## config.mk

```make
export PLATFORM = sky130hd
export DESIGN_NAME = cpu6_fetch
export DESIGN_NICKNAME = d
export VERILOG_FILES = /design/src/rtl/cpu6_fetch.sv
export SDC_FILE = /design/constraint.sdc
export NUM_CORES = 1
export LEC_CHECK = 0
export CAP_MARGIN = 25
export CORE_MARGIN = 2
export CORE_UTILIZATION = 26
export CTS_CLUSTER_SIZE = 40
export DETAILED_ROUTE_END_ITERATION = 10
export PLACE_DENSITY = 0.45
export SLEW_MARGIN = 20
export SYNTH_ARGS = -nofsm -noshare
export SYNTH_HDL_FRONTEND = slang
export SYNTH_SLANG_ARGS = --single-unit
```

## constraint.sdc

```tcl
create_clock -name clk -period 5.8 [get_ports clk]
set_clock_uncertainty 0.05 [all_clocks]
set_input_delay 1.16 -clock clk [delete_from_list [all_inputs] [get_ports clk]]
set_output_delay 1.16 -clock clk [all_outputs]
set_load 0.01 [all_outputs]
```

## src/rtl/cpu6_fetch.sv

```systemverilog
// Instruction fetch front end: single-outstanding memory request, EX register with a
// one-entry skid buffer, and redirect handling for traps, mret and EX branches.
module cpu6_fetch #(
    parameter logic [31:0] RESET_PC  = 32'h0000_0000,
    parameter logic [31:0] NOP_INSTR = 32'h0000_0013
) (
    input  logic        clk,
    input  logic        reset,
    output logic        imem_req,
    output logic [31:0] imem_addr,
    input  logic        imem_gnt,
    input  logic        imem_rvalid,
    input  logic [31:0] imem_rdata,
    input  logic        pcsrcE,
    input  logic [31:0] pcnextE,
    input  logic        excp_ena,
    input  logic [31:0] csr_mtvec,
    input  logic        mret_ena,
    input  logic [31:0] csr_mepc,
    input  logic        stallE,
    output logic [31:0] pcE,
    output logic [31:0] instrE,
    output logic        validE
);

    typedef enum logic [1:0] {
        IDLE,
        WAIT,
        DROP
    } stateT;

    stateT       state;
    stateT       stateNext;
    logic [31:0] fetchPc;
    logic [31:0] reqPc;

    logic        redirect;
    logic [31:0] redirectPc;
    logic        rspTake;
    logic        exBusy;
    logic        toSkid;
    logic        exFill;
    logic        grant;
    logic        reqOk;

    logic        skidVld_p0;
    logic [31:0] skidPc_p0;
    logic [31:0] skidInstr_p0;

    logic        vld_p1;
    logic [31:0] pc_p1;
    logic [31:0] instr_p1;

    always_comb begin
        redirect   = excp_ena | mret_ena | pcsrcE;
        redirectPc = excp_ena ? csr_mtvec : (mret_ena ? csr_mepc : pcnextE);

        // Only a response to a live WAIT request carries a usable instruction.
        rspTake = imem_rvalid & (state == WAIT) & ~redirect;
        exBusy  = vld_p1 & stallE;
        toSkid  = rspTake & exBusy;
        exFill  = ~redirect & ~exBusy & (skidVld_p0 | rspTake);

        // A response landing in the skid buffer this cycle must block a new request,
        // otherwise its reply could arrive with nowhere to go.
        reqOk = ~reset & ~skidVld_p0 & ~toSkid & ~redirect
              & ((state == IDLE) | imem_rvalid);
        grant = reqOk & imem_gnt;
    end

    always_comb begin
        stateNext = state;
        case (state)
            IDLE: begin
                if (grant) stateNext = WAIT;
            end
            WAIT: begin
                if (imem_rvalid) stateNext = grant ? WAIT : IDLE;
                else if (redirect) stateNext = DROP;
            end
            DROP: begin
                if (imem_rvalid) stateNext = grant ? WAIT : IDLE;
            end
            default: stateNext = IDLE;
        endcase
    end

    // Fetch stage: request state and address generation
    always_ff @(posedge clk) begin
        if (reset) begin
            state   <= IDLE;
            fetchPc <= RESET_PC;
        end else begin
            state <= stateNext;
            if (redirect) fetchPc <= redirectPc;
            else if (grant) fetchPc <= fetchPc + 32'd4;
        end
    end

    always_ff @(posedge clk) begin
        if (grant) reqPc <= fetchPc;
    end

    // Skid stage (p0): holds one response while EX is stalled
    always_ff @(posedge clk) begin
        if (reset) begin
            skidVld_p0 <= 1'b0;
        end else if (redirect) begin
            skidVld_p0 <= 1'b0;
        end else if (toSkid) begin
            skidVld_p0 <= 1'b1;
        end else if (!stallE) begin
            skidVld_p0 <= 1'b0;
        end
    end

    always_ff @(posedge clk) begin
        if (toSkid) begin
            skidPc_p0    <= reqPc;
            skidInstr_p0 <= imem_rdata;
        end
    end

    // EX stage (p1): skid buffer drains ahead of any fresh response
    always_ff @(posedge clk) begin
        if (reset) begin
            vld_p1 <= 1'b0;
            pc_p1  <= 32'h0000_0000;
        end else if (redirect) begin
            vld_p1 <= 1'b0;
        end else if (!exBusy) begin
            vld_p1 <= skidVld_p0 | rspTake;
            if (exFill) pc_p1 <= skidVld_p0 ? skidPc_p0 : reqPc;
        end
    end

    always_ff @(posedge clk) begin
        if (exFill) instr_p1 <= skidVld_p0 ? skidInstr_p0 : imem_rdata;
    end

    assign imem_req  = reqOk;
    assign imem_addr = fetchPc;
    assign pcE       = pc_p1;
    assign instrE    = vld_p1 ? instr_p1 : NOP_INSTR;
    assign validE    = vld_p1;

endmodule

```

==> results.sh <==
export IMPL_portBuffers=233
export IMPL_drt_pass1_iter_count=4
export IMPL_clock_tree_root_cell="clkbuf_16"
export IMPL_crit_path_cell_trace="clkdlybuf4s50_1 -> nor3_2 -> nand2b_1 -> a311oi_1 -> clkdlybuf4s50_1"
export IMPL_post_cts_buffers=0
export IMPL_crit_arrival_ns=3.03
export IMPL_post_route_util_pct=37.0
export IMPL_clk_latency_ns=0.43
export IMPL_syn_nets=887
export IMPL_crit_slowest_cell="clkdlybuf4s50_1"
export IMPL_layout_drive_gt1_share_pct=9.65
export IMPL_hold_end="skidPc_p0[13]$_DFFE_PP_"
export IMPL_via_per_inst=4.66
export IMPL_drv_cap=0
export IMPL_worst_pin_slew_ns=0.993
export IMPL_die_y_microns=187
export IMPL_grt_use_total_pct=14.0
export IMPL_wirelength_microns=24800
export IMPL_start_util_pct=26.5
export IMPL_reg2reg_from="skidVld_p0$_SDFFE_PP0P_"
export IMPL_power_density_mw_per_mm2=251
export IMPL_cts_sinks=196
export IMPL_pre_cts_ws_ns=1.52
export IMPL_required_ns=4.59
export IMPL_place_area_sq_mm=0.0115
export IMPL_wl_per_cell_microns=17.5
export IMPL_status="complete, no violations"
export IMPL_finalPower_mw=3.03
export IMPL_syn_to_final_growth_pct=39.3
export IMPL_hold_violations=0
export IMPL_htreeDepth=4
export IMPL_antenna_left=0
export IMPL_drc_errors=0
export IMPL_place_congestion=0.793
export IMPL_final_setup_tns_ns=0
export IMPL_grt_pass1_vias=6503
export IMPL_fin_cells=1416
export IMPL_path_max_fanout=4
export IMPL_synth_edf_count=128
export IMPL_synth_area_leaders="edfxtp_1, dfxtp_1, mux2i_1"
export IMPL_min_path_cells=0
export IMPL_rows=66
export IMPL_relSlewSlack_pct=33.6
export IMPL_worst_slack_ns=1.56
export IMPL_ir_drop_uv=183
export IMPL_worstHoldStart="reqPc[13]$_DFFE_PP_"
export IMPL_crit_type="in2out"
export IMPL_hold_ws_ns=0.403
export IMPL_seq_area_sq_mm=0.00521
export IMPL_final_nets=1098
export IMPL_cts_hold_buf=0
export IMPL_cts_buffer_depth=2
export IMPL_post_route_period_util_pct=73.0
export IMPL_syn_area_per_cell_sq_um=11.6
export IMPL_grt_ovfl_total=0
export IMPL_hold_class="reg2reg"
export IMPL_critPathLaunchType="input pin"
export IMPL_reg2reg_slack_ns=3.19
export IMPL_rsz0062_at_grt="no"
export IMPL_mappedNetlistArea_sq_mm=0.00868
export IMPL_async_reset_ff_share_pct=0
export IMPL_grt_start_max_net_pins=97
export IMPL_fmaxAchievable_mhz=236
export IMPL_setup_worst_path_end_class="output pin"
export IMPL_multiInputGateArea_sq_mm=0.00325
export IMPL_setup_viol=0
export IMPL_placedCellCount=1384
export IMPL_grt_pass1_wl_microns=38200
export IMPL_reg2reg_depth=6
export IMPL_vias=6602
export IMPL_p_leak_nw=3.93
export IMPL_diodes=0
export IMPL_ys_flop_type="edfxtp_1"
export IMPL_rr_endpoint="imem_addr[15]$_SDFFE_PP0P_"
export IMPL_ys_types=56
export IMPL_drt_iter0_drc=376
export IMPL_slew_violations=0
export IMPL_hpwlAfterDp_microns=17600
export IMPL_cts_resized=0
export IMPL_die_area_sq_mm=0.0348
export IMPL_fin_crit_ns=4.24
export IMPL_ys_warn_count=0
export IMPL_yosysSeqAreaShare_pct=60.0
export IMPL_clkSlewWorstSetupHoldPaths_ns=0.07
export IMPL_cpPeakStageDelay_ns=0.59
export IMPL_yosysTopAreaCell="edfxtp_1"
export IMPL_cpMostUsedCell="clkdlybuf4s50_1"
export IMPL_synth_seq_cells=196
export IMPL_final_area_sq_mm=0.0121
export IMPL_fp_dieW_microns=187
export IMPL_syn_inst=750
export IMPL_num_io_pins=234
export IMPL_nFillCells=3324
export IMPL_cts_tree="built"
export IMPL_numCtsBuffers=17
export IMPL_core_area_sq_mm=0.0327
export IMPL_synth_top_area_share_pct=44.3
export IMPL_antenna_found_initial=0
==> power by group <==
part | total (mW) | internal, mW | switching (mW) | leakage, nW
combinational | 0.281 | 0.160 | 0.121 | 1.91
clock | 1.22 | 0.700 | 0.522 | 0.303
sequential | 1.53 | 1.50 | 0.0313 | 1.72
==> state kept, by name, indices dropped and copies added, names as in the netlist <==
| name | count |
|---|---|
| instr_p1 | 32 |
| skidInstr_p0 | 32 |
| validE | 1 |
| pcE | 32 |
| skidPc_p0 | 32 |
| imem_addr | 32 |
| reqPc | 32 |
| state | 2 |
| skidVld_p0 | 1 |
==> worst max path at each step <==
stage          slack (ns)                   endpoint  cells past startpoint  startpoint
2_1_floorplan        0.36  skidInstr_p0[0]$_DFFE_PP_                      5    mret_ena
3_3_place_gp         1.54                   imem_req                      5      pcsrcE
3_5_place_dp         1.52                   imem_req                      5      pcsrcE
4_1_cts              1.52                   imem_req                      5      pcsrcE
5_1_grt              1.47                   imem_req                      5      pcsrcE
6_report             1.56                   imem_req                      5      pcsrcE
==> worst max-delay path, delay by kind of cell <==
family	cells	cell delay [ns]
buffers and inverters	2	1.02
and+or+nand+nor	2	0.51
AOI/OAI and AO/OA	1	0.32
==> Yosys cell counts (3+ instances only) <==
cell,n
nand2b_1,5
o211ai_1,3
buf_1,8
nor2b_1,3
dfxtp_1,68
a21oi_1,59
nand3b_1,9
inv_1,8
and2_1,30
o21ai_0,24
buf_2,9
and3b_1,15
clkbuf_1,35
mux2i_1,39
mux2_2,32
nor2_1,70
a21o_1,4
and4_1,3
edfxtp_1,128
and3_1,6
nand2_1,41
a211oi_1,42
a311oi_1,9
nand3_1,15
a221oi_1,6
nand4_1,18
nor4_1,16
a221o_1,3
nor3_1,9
==> per-layer routing <==
metal	global-route usage [%]	vias to the layer above	wire length, microns
met5	0	-	0
met4	4.06	0	305
met3	4.08	17	1580
met2	21.8	202	11000
met1	18.9	3113	11900
li1	-	3270	-
==> cell families (layout without fill, tap and decap cells) <==
logic type / Yosys count / after routing / synth area share (%)
and+or+nand+nor: 248 / 248 / 15.1
DFF: 196 / 196 / 60.0
AOI/OAI and AO/OA: 169 / 169 / 12.9
muxes: 71 / 71 / 8.65
buffers and inverters: 63 / 287 / 3.03
xor gates and xnor gates: 2 / 2 / 0.202
adders and majority gates: 1 / 1 / 0.144
==> cell type report <==
type	instances	share of cell area (%)
Sequential cell	196	43.1
Multi-Input combinational cell	491	26.9
Timing Repair Buffer	247	20.1
Tap cell	442	4.58
Clock buffer	21	4.08
Clock inverter	11	0.994
Inverter	8	0.248
==> cells in the final DEF, fill, tap and decap left out, types with 3 or more instances in the layout <==
cell type        netlist  layout
clkdlybuf4s50_1        0     230
edfxtp_1             128     128
nor2_1                70      67
dfxtp_1               68      67
a21oi_1               59      59
a211oi_1              42      42
nand2_1               41      41
mux2i_1               39      39
mux2_2                32      32
and2_1                30      30
o21ai_0               24      24
clkbuf_16              0      19
nand4_1               18      18
and3b_1               15      15
nand3_1               15      15
nor4_1                16      14
buf_4                  2      12
a311oi_1               9       9
nand3b_1               9       9
inv_1                  8       8
nor3_1                 9       8
a221oi_1               6       6
and3_1                 6       6
nand2b_1               5       5
a21o_1                 4       4
clkinv_2               0       4
buf_2                  9       4
nor2_4                 0       3
o211ai_1               3       3
and4_1                 3       3
a221o_1                3       3
nor2b_1                3       3
(Power assumes the default switching activity.)
